--- config.mk ---
export PLATFORM = sky130hd
export DESIGN_NAME = rx_prbs_check
export DESIGN_NICKNAME = d
export VERILOG_FILES = /design/src/rtl/rx_prbs_check.sv
export SDC_FILE = /design/constraint.sdc
export NUM_CORES = 1
export LEC_CHECK = 0
export ABC_AREA = 1
export BUFFER_PORTS_ARGS = -buffer_cell sky130_fd_sc_hd__buf_4
export CORE_AREA = 10 10 178 180
export DETAILED_ROUTE_END_ITERATION = 10
export DIE_AREA = 0 0 188 190
export PLACE_DENSITY_LB_ADDON = 0.2
export SETUP_SLACK_MARGIN = 0.15
export SYNTH_ARGS = -nofsm -noshare
export SYNTH_HDL_FRONTEND = slang
export SYNTH_SLANG_ARGS = --single-unit
--- constraint.sdc ---
create_clock -name s_axi_aclk -period 7.1 [get_ports s_axi_aclk]
set_input_delay 0.355 -clock s_axi_aclk [delete_from_list [all_inputs] [get_ports s_axi_aclk]]
set_output_delay 0.355 -clock s_axi_aclk [all_outputs]
set_load 0.1 [all_outputs]
--- src/rtl/rx_prbs_check.sv ---
// rx_prbs_check: PRBS-31 receive checker with SEARCH/VERIFY/LOCKED sync and saturating status.
// Build option: define RX_PRBS_SELF_SYNC_EN to seed the LFSR from received data in SEARCH;
// otherwise SEARCH matches a start-of-frame beat against the first word from the seed.

module rx_prbs_check #(
  parameter int unsigned C_DATA_WIDTH    = 32,
  parameter int unsigned C_CNT_WIDTH     = 32,
  parameter int unsigned C_LOCK_COUNT    = 4,
  parameter int unsigned C_UNLOCK_ERRORS = 4
) (
  input  logic                    s_axi_aclk,
  input  logic                    s_axi_aresetn,
  input  logic                    i_enable,
  input  logic                    i_cnt_clear,
  input  logic                    i_prbs_reload,
  input  logic [30:0]             i_prbs_seed,
  output logic                    s_axis_tready,
  input  logic                    s_axis_tvalid,
  input  logic                    s_axis_sof,
  input  logic                    s_axis_eof,
  input  logic [C_DATA_WIDTH-1:0] s_axis_tdata,
  output logic [1:0]              o_state,
  output logic                    o_locked,
  output logic                    o_err_beat,
  output logic [C_CNT_WIDTH-1:0]  o_beat_cnt,
  output logic [C_CNT_WIDTH-1:0]  o_bit_err_cnt,
  output logic [C_CNT_WIDTH-1:0]  o_err_beat_cnt,
  output logic [C_CNT_WIDTH-1:0]  o_frame_cnt
);

  localparam int unsigned PopW = $clog2(C_DATA_WIDTH + 1);
  localparam int unsigned AddW = ((PopW > C_CNT_WIDTH) ? PopW : C_CNT_WIDTH) + 1;

  typedef enum logic [1:0] {StIdle = 2'd0, StSearch = 2'd1, StVerify = 2'd2, StLocked = 2'd3} state_e;

  state_e                  state_q, state_d;
  logic [30:0]             lfsr_q, lfsr_d;
  logic [30:0]             seed_fix, gen_start, gen_adv, gen_s;
  logic                    gen_fb;
  logic [C_DATA_WIDTH-1:0] expected, err_vec;
  logic [PopW-1:0]         err_bits;
  logic                    beat_err, accept, tready_q;
  logic [7:0]              good_q, good_d, bad_q, bad_d;
  logic [8:0]              good_inc, bad_inc;
  logic                    err_pulse_q, err_pulse_d;
  logic [C_CNT_WIDTH-1:0]  beat_q, beat_d, bit_q, bit_d, errb_q, errb_d, frame_q, frame_d;

  function automatic logic [C_CNT_WIDTH-1:0] sat_add(input logic [C_CNT_WIDTH-1:0] a,
                                                     input logic [PopW-1:0] b);
    logic [AddW-1:0] sum;
    sum = AddW'(a) + AddW'(b);
    if (sum > AddW'({C_CNT_WIDTH{1'b1}})) return '1;
    return sum[C_CNT_WIDTH-1:0];
  endfunction

  assign seed_fix = (i_prbs_seed == '0) ? 31'h1 : i_prbs_seed;
  assign accept   = tready_q && s_axis_tvalid;
  assign err_vec  = s_axis_tdata ^ expected;
  assign beat_err = |err_vec;

  // Unroll C_DATA_WIDTH LFSR steps; SEARCH always compares against the seed's first word.
  always_comb begin
    gen_start = (state_q == StSearch) ? seed_fix : lfsr_q;
    gen_s     = gen_start;
    gen_fb    = 1'b0;
    expected  = '0;
    for (int i = 0; i < int'(C_DATA_WIDTH); i++) begin
      gen_fb                       = gen_s[30] ^ gen_s[27];
      expected[C_DATA_WIDTH-1-i]   = gen_fb;
      gen_s                        = {gen_s[29:0], gen_fb};
    end
    gen_adv = gen_s;
  end

  // Population count of the error vector.
  always_comb begin
    err_bits = '0;
    for (int i = 0; i < int'(C_DATA_WIDTH); i++) begin
      err_bits = err_bits + PopW'(err_vec[i]);
    end
  end

  // Sync state machine and LFSR next state; reload beats everything, disable beats the rest.
  always_comb begin
    state_d  = state_q;
    lfsr_d   = lfsr_q;
    good_d   = good_q;
    bad_d    = bad_q;
    good_inc = {1'b0, good_q} + 9'd1;
    bad_inc  = {1'b0, bad_q} + 9'd1;
    case (state_q)
      StIdle: begin
        if (i_enable) state_d = StSearch;
      end
      StSearch: begin
        if (accept) begin
`ifdef RX_PRBS_SELF_SYNC_EN
          lfsr_d  = s_axis_tdata[30:0];
          good_d  = '0;
          state_d = StVerify;
`else
          if (s_axis_sof) begin
            if (!beat_err) begin
              lfsr_d  = gen_adv;
              good_d  = 8'd1;
              bad_d   = '0;
              state_d = (C_LOCK_COUNT <= 1) ? StLocked : StVerify;
            end else begin
              lfsr_d = seed_fix;
            end
          end
`endif
        end
      end
      StVerify: begin
        if (accept) begin
          lfsr_d = gen_adv;
          if (beat_err) begin
            good_d  = '0;
            state_d = StSearch;
          end else begin
            good_d = good_inc[7:0];
            if (good_inc >= 9'(C_LOCK_COUNT)) begin
              bad_d   = '0;
              state_d = StLocked;
            end
          end
        end
      end
      StLocked: begin
        if (accept) begin
          lfsr_d = gen_adv;
          if (beat_err) begin
            bad_d = bad_inc[7:0];
            if (bad_inc >= 9'(C_UNLOCK_ERRORS)) begin
              bad_d   = '0;
              state_d = StSearch;
            end
          end else begin
            bad_d = '0;
          end
        end
      end
      default: state_d = StIdle;
    endcase
    if (!i_enable) state_d = StIdle;
    if (i_prbs_reload) begin
      lfsr_d  = seed_fix;
      good_d  = '0;
      bad_d   = '0;
      state_d = StSearch;
    end
  end

  // Status counters: LOCKED beats feed the error stats, eof counts in any active state.
  always_comb begin
    beat_d      = beat_q;
    bit_d       = bit_q;
    errb_d      = errb_q;
    frame_d     = frame_q;
    err_pulse_d = 1'b0;
    if (accept && state_q == StLocked) begin
      beat_d = sat_add(beat_q, PopW'(1));
      bit_d  = sat_add(bit_q, err_bits);
      if (beat_err) begin
        errb_d      = sat_add(errb_q, PopW'(1));
        err_pulse_d = 1'b1;
      end
    end
    if (accept && state_q != StIdle && s_axis_eof) frame_d = sat_add(frame_q, PopW'(1));
    if (i_cnt_clear) begin
      beat_d  = '0;
      bit_d   = '0;
      errb_d  = '0;
      frame_d = '0;
    end
  end

  // State, LFSR and status registers.
  always_ff @(posedge s_axi_aclk) begin
    if (!s_axi_aresetn) begin
      state_q     <= StIdle;
      lfsr_q      <= 31'h1;
      good_q      <= '0;
      bad_q       <= '0;
      tready_q    <= 1'b0;
      err_pulse_q <= 1'b0;
      beat_q      <= '0;
      bit_q       <= '0;
      errb_q      <= '0;
      frame_q     <= '0;
    end else begin
      state_q     <= state_d;
      lfsr_q      <= lfsr_d;
      good_q      <= good_d;
      bad_q       <= bad_d;
      tready_q    <= i_enable;
      err_pulse_q <= err_pulse_d;
      beat_q      <= beat_d;
      bit_q       <= bit_d;
      errb_q      <= errb_d;
      frame_q     <= frame_d;
    end
  end

  assign s_axis_tready  = tready_q;
  assign o_state        = state_q;
  assign o_locked       = (state_q == StLocked);
  assign o_err_beat     = err_pulse_q;
  assign o_beat_cnt     = beat_q;
  assign o_bit_err_cnt  = bit_q;
  assign o_err_beat_cnt = errb_q;
  assign o_frame_cnt    = frame_q;

endmodule

Word-level counts from Yosys, hierarchy flattened:

Cells that the tools add are included.

* add/subtract/negate cells: 37
* $mul: 0
* divide/modulo/power cells: 0
* order comparisons: 6
* equality and inequality tests: 24
* shift operators: 0
* muxes and demuxes: 54
* bitwise operators: 35
* reductions and logical operators: 22

Operators with widths (count)
* 32-bit two-way mux: 8
* 31-bit two-way mux: 7
* 6-bit by 1-bit adder with 6-bit output: 26
* 33-bit by 32-bit > comparator with 1-bit output (second input constant): 4
* 8-bit two-way mux: 14
* 32-bit by 1-bit adder with 33-bit output (second input constant): 3
* 31-bit one-hot mux with 2 select lines: 1
* 32-bit by 6-bit adder with 33-bit output: 1
* 32-bit OR reduction: 1
* 1-bit XOR: 32
* 32-bit XOR: 1
* 31-bit logical NOT: 1
* 8-bit one-hot mux with 3 select lines: 1
* 8-bit AND reduction: 3
* 8-bit by 1-bit adder with 9-bit output (second input constant): 2
* 9-bit by 3-bit >= comparator with 1-bit output (second input constant): 2
* 2-bit two-way mux: 9
* 4-bit != test (second input constant): 4
* 8-bit one-hot mux with 2 select lines: 1
* 1-bit two-way mux: 12
* 2-bit != test (second input constant): 6
* 4-bit by 3-bit != test with 1-bit output (second input constant): 3
* 3-bit != test (second input constant): 3
* 2-bit one-hot mux with 4 select lines: 1
* other kinds (20): 32

* register bits: 179
* bits in latches: 0
* memory bits (writable): 0
* bits in read-only memories: 0
* input port bits: 71
* output and inout bits: 133
* word-level logic and storage cells: 189
* memories: 0

Logic depth before layout (Yosys ltp):

* depth after elaboration: 42
* mapped depth: 38
* depth with buffers taken out: 36

Least setup slack after synthesis:

OpenSTA, ideal clock, no wires.

* kind: register -> register
* start point: reg state_q[1], in the netlist o_state[1]
* end point: reg bit_q[24], in the netlist o_bit_err_cnt[24]
* library setup time: 0.075 ns
* arrival time: 8.305 ns
* required time: 7.025 ns
* setup slack: -1.280 ns
* stages on the path, launching flop included: 34
* path buffers: 3
* period minus slack after synthesis: 8.380 ns
* path through: dfxtp_1 > inv_1 > ha_1 > buf_4 > o21ai_0 > nand2_1 > nand2_1 > xor2_1 > inv_1 > nand2_1 > nand2_1 > fa_1 > fa_1 > fa_1 > fa_1 > inv_1 > fa_1 > fa_1 > fa_1 > fa_1 > o21ai_1 > nand2_1 > a21oi_1 > nand3_1 > nand2_1 > nand2_1 > nor2_1 > inv_1 > nor2_1 > nand3_1 > or3_1 > clkbuf_1 > clkbuf_1 > a31oi_1

* cells in the longest elaborated chain, start to end: 41
* elaborated cells between the ends (all ways): 73
* those cells by class: add/sub (32); order compare (1); eq/ne (2); mux (4); bitwise (33); reduce/logical (1)

Ends and longest elaborated chain
* from (decl): RTL line 36 `state_e state_q, state_d;`
* from (signal assigned): RTL line 182 `state_q <= StIdle;`
* from (signal assigned): RTL line 193 `state_q <= state_d;`
* 2-bit by 1-bit equality test with 1-bit output: RTL line 63 `gen_start = (state_q == StSearch) ? seed_fix : lfsr_q;`
* 31-bit two-way mux: RTL line 63
* 1-bit XOR (2 in series): RTL line 68 `gen_fb = gen_s[30] ^ gen_s[27];`
* 32-bit XOR: RTL line 58 `assign err_vec = s_axis_tdata ^ expected;`
* 1-bit by 1-bit adder with 2-bit output: RTL line 79 `err_bits = err_bits + PopW'(err_vec[i]);`
* 2-bit by 1-bit adder with 3-bit output: RTL line 79
* 3-bit by 1-bit adder with 4-bit output: RTL line 79
* 4-bit by 1-bit adder with 5-bit output: RTL line 79
* 5-bit by 1-bit adder with 6-bit output: RTL line 79
* 6-bit by 1-bit adder with 6-bit output (26 in series): RTL line 79
* 32-bit by 6-bit adder with 33-bit output: RTL line 51 `sum = AddW'(a) + AddW'(b);`
* 33-bit by 32-bit > comparator with 1-bit output: RTL line 52 `if (sum > AddW'({C_CNT_WIDTH{1'b1}})) return '1;`
* 1-bit two-way mux: RTL line 52
* 1-bit two-way mux: RTL line 162 `if (accept && state_q == StLocked) begin`
* 32-bit two-way mux: RTL line 53 `return sum[C_CNT_WIDTH-1:0];`
* to (signal assigned): RTL line 200 `bit_q <= bit_d;`
* to (decl): RTL line 46 `logic [C_CNT_WIDTH-1:0] beat_q, beat_d, bit_q, bit_d, errb_q, errb_d, frame_q, frame_d;`

Several ways; a longest one is shown, not always the timed one. The select of a mux whose other input is x is not followed.
A chain may end at the register's enable or synchronous reset.

Final worst setup path:

* start point: reg state_q[1], in the netlist o_state[1]
* end point: reg bit_q[1], in the netlist o_bit_err_cnt[1]

The elaborated chain is that of the path after synthesis.

==> results.ini <==
[run_status]
status=complete, but fails checks
failed_checks=setup timing

[power]
power_density_mw_per_mm2=356
pwr-share-seq_pct=16.9
p_comb_share_pct=67.1
peakVddDrop_mv=0.874
power.clock.fraction_pct=16.0
power.switching_uw=2600
swShare_pct=42.4
p_leak_uw=0.00762
p_int_uw=3530

[final_layout]
area_growth_pct=29.3
drive_gt1_share_pct=21.1
antenna_cells=0
fin_nets=2425
final_cell_mix=nand2_1 (347), buf_4 (324), inv_1 (248)
fin_area_mm2=0.0172
final_common_cell=nand2_1

[global_routing]
grt_pass1_vias=13700
grt_max_degree=128
use_met2_pct=39.9
use_met1_pct=31.4
met3_usage_pct=4.21
grt-busiest-layer=met2
antenna_found_initial=0
grt_pass1_wl_um=71700
grt_util_all_layers_pct=23.9
grt.overflow.total=0

[synth]
synth_seq_area_share_pct=26.9
async_flop_share_pct=0
ys_seq_elements=179
yosys_warnings=0
syn_avg_cell_area_um2=6.60
synth_edf_count=0
syn_nets=2142
synth_cell_types=50
synth_cells=2016
syn_area_mm2=0.0133
synth_ff_type=dfxtp_1

[sta]
skew_ns=0.0171
maxSlewViolCount=0
hold_viol_final=0
timing.final.crit_share_pct=101
setup_slack_ns=-0.0601
setup_viol=32
slew_headroom_pct=21.5
rsz0062_at_grt=true
tightest_slew_ns=1.18
min_period_ns=7.16
max_freq_mhz=140

[critical_path]
crit_fanout=14
cp_slowest_cell=fa_1
crit_arrival_ns=7.51
cpPeakStageDelay_ns=0.55
required_ns=7.45
crit_path_start_kind=flop
cp-end-kind=flop
cp_common_cell=fa_1
path_class=flop to flop

[cts]
insertion_delay_ns=0.44
ctsHoldBuffers=0
clk_pin_slew_ns=0.07
h-tree-depth=4
cts_tree=yes
root_buffer=clkbuf_16
cts_buffer_depth=2
numCtsBuffers=17
clock_sinks=179

[floorplan]
rows=62
core_area_mm2=0.0282
initial_core_util_pct=47.1
fp.dieH_um=190
dieArea_mm2=0.0357
dieWidth_um=188
ios=204

[place]
pre_cts_ws_ns=-0.286
portBuffers=203
place_congestion=0.959
place_area_mm2=0.0160
dpl.hpwl_um=33500

[drt]
wl_um=45100
drtIter0Drc=1024
drc_errors=0
wl_per_cell_um=16.7
routed_via_density=5.39
antenna_left=0
num_vias=14500
dr.pass1.iters=6

[worst_hold_path]
hold_path.class=input port to flop

[flow_run]
max-cap-violations=0

-- kinds of logic after synthesis --
family	synth area share [%]
and+or+nand+nor	29.6
AOI/OAI and AO/OA	15.5
buffers and inverters	9.88
DFF	26.9
xor gates and xnor gates	11.4
adders and majority gates	6.64
muxes	0.0752
-- layer usage --
layer	share of wire [%]	wire length (um)
met1	45	20400
met2	48	21400
met3	5.4	2460
met4	1.9	876
met5	0	0
-- cell type report --
| type | count | area [um2] |
|---|---|---|
| fillers | 2731 | 11000 |
| multi-input cells | 1504 | 8860 |
| flip-flops and latches | 179 | 3590 |
| repair buffers | 338 | 2670 |
| inverters | 257 | 980 |
| well taps | 384 | 480 |
| clock buffers | 18 | 439 |
| clock inverters | 14 | 154 |
| repair inverters | 2 | 20.0 |
-- power by group through the flow --
stage	sequential, uW	combinational [uW]	clock (uW)
2_1_floorplan	1080	2550	0
3_3_place_gp	1060	3540	0
4_1_cts	1040	4070	992
6_report	1040	4110	979
3_5_place_dp	1060	3800	0
5_1_grt	1040	4550	1040
-- repair_timing --
item / in CTS / in global routing
buffers inserted: 8 / 15
pin swaps: 18 / 26
cloned: 1 / 5
gates resized for setup: 17 / 50
endpoints found under the setup margin: 32 / 32
-- final timing paths --
check / from / endpoint / slack [ns] / cells after the start
worst max-delay path: o_state[1] / o_bit_err_cnt[1] / -0.06 / 31
worst min-delay path: i_enable / s_axis_tready / 0.18 / 3
worst max register to register: o_state[1] / o_bit_err_cnt[1] / -0.06 / 31
worst min register to register: bad_q[5] / bad_q[5] / 0.47 / 2
-- through the flow --
stage	power, uW	utilization (%)	cells	hold WS [ns]	setup TNS, ns
2_1_floorplan	3630	-	2016	0.430	-5.09
6_report	6120	60.9	2696	0.183	-1.23
3_3_place_gp	4600	56.6	2635	0.449	-3.57
4_1_cts	6100	59.3	2676	0.167	-3.60
5_1_grt	6630	60.9	2696	0.188	-11.12
3_5_place_dp	4860	56.6	2635	0.450	-7.55
-- sequential cells by signal (all words and copies together) (netlist names) --
| register | flops |
|---|---|
| o_beat_cnt | 32 |
| o_bit_err_cnt | 32 |
| o_err_beat_cnt | 32 |
| o_frame_cnt | 32 |
| lfsr_q | 31 |
| bad_q | 8 |
| good_q | 8 |
| o_state | 2 |
| o_err_beat | 1 |
| s_axis_tready | 1 |
-- cells in the mapped netlist, types with 2 or more instances --
master | instances | area, um2
clkinv_1 | 2 | 7.51
nand2_1 | 367 | 1380
nand3b_1 | 2 | 15.0
xnor2_2 | 2 | 32.5
or3_1 | 2 | 12.5
clkbuf_1 | 50 | 188
o21ai_0 | 161 | 806
buf_6 | 4 | 45.0
buf_4 | 3 | 22.5
dfxtp_1 | 179 | 3580
nand4_1 | 72 | 450
inv_1 | 252 | 946
o21bai_1 | 7 | 52.6
nor4_1 | 29 | 181
nand2_2 | 2 | 12.5
nor3b_1 | 5 | 37.5
a21oi_1 | 104 | 521
o211ai_1 | 4 | 30.0
o21ai_2 | 6 | 52.6
nor3_2 | 2 | 20.0
xnor2_1 | 55 | 482
o21ai_1 | 27 | 135
fa_1 | 26 | 521
nand3_2 | 3 | 30.0
xor2_1 | 112 | 981
a31oi_1 | 63 | 394
inv_2 | 3 | 11.3
or2_2 | 10 | 62.6
ha_1 | 29 | 363
nor2_1 | 249 | 935
buf_2 | 17 | 85.1
nor3_1 | 61 | 305
a21o_1 | 5 | 37.5
nor2_2 | 4 | 25.0
nand3_1 | 82 | 410
-- critical path: cells and delay by family (launching register included) --
family	cells	cell delay [ns]
compound gates	3	0.40
mux	1	0.24
flops	1	0.35
buf+inv	8	0.82
simple gates	8	1.03
xor+xnor	2	0.26
fa+ha+maj	9	3.93
Note: power is estimated with default switching activity, not from simulation.
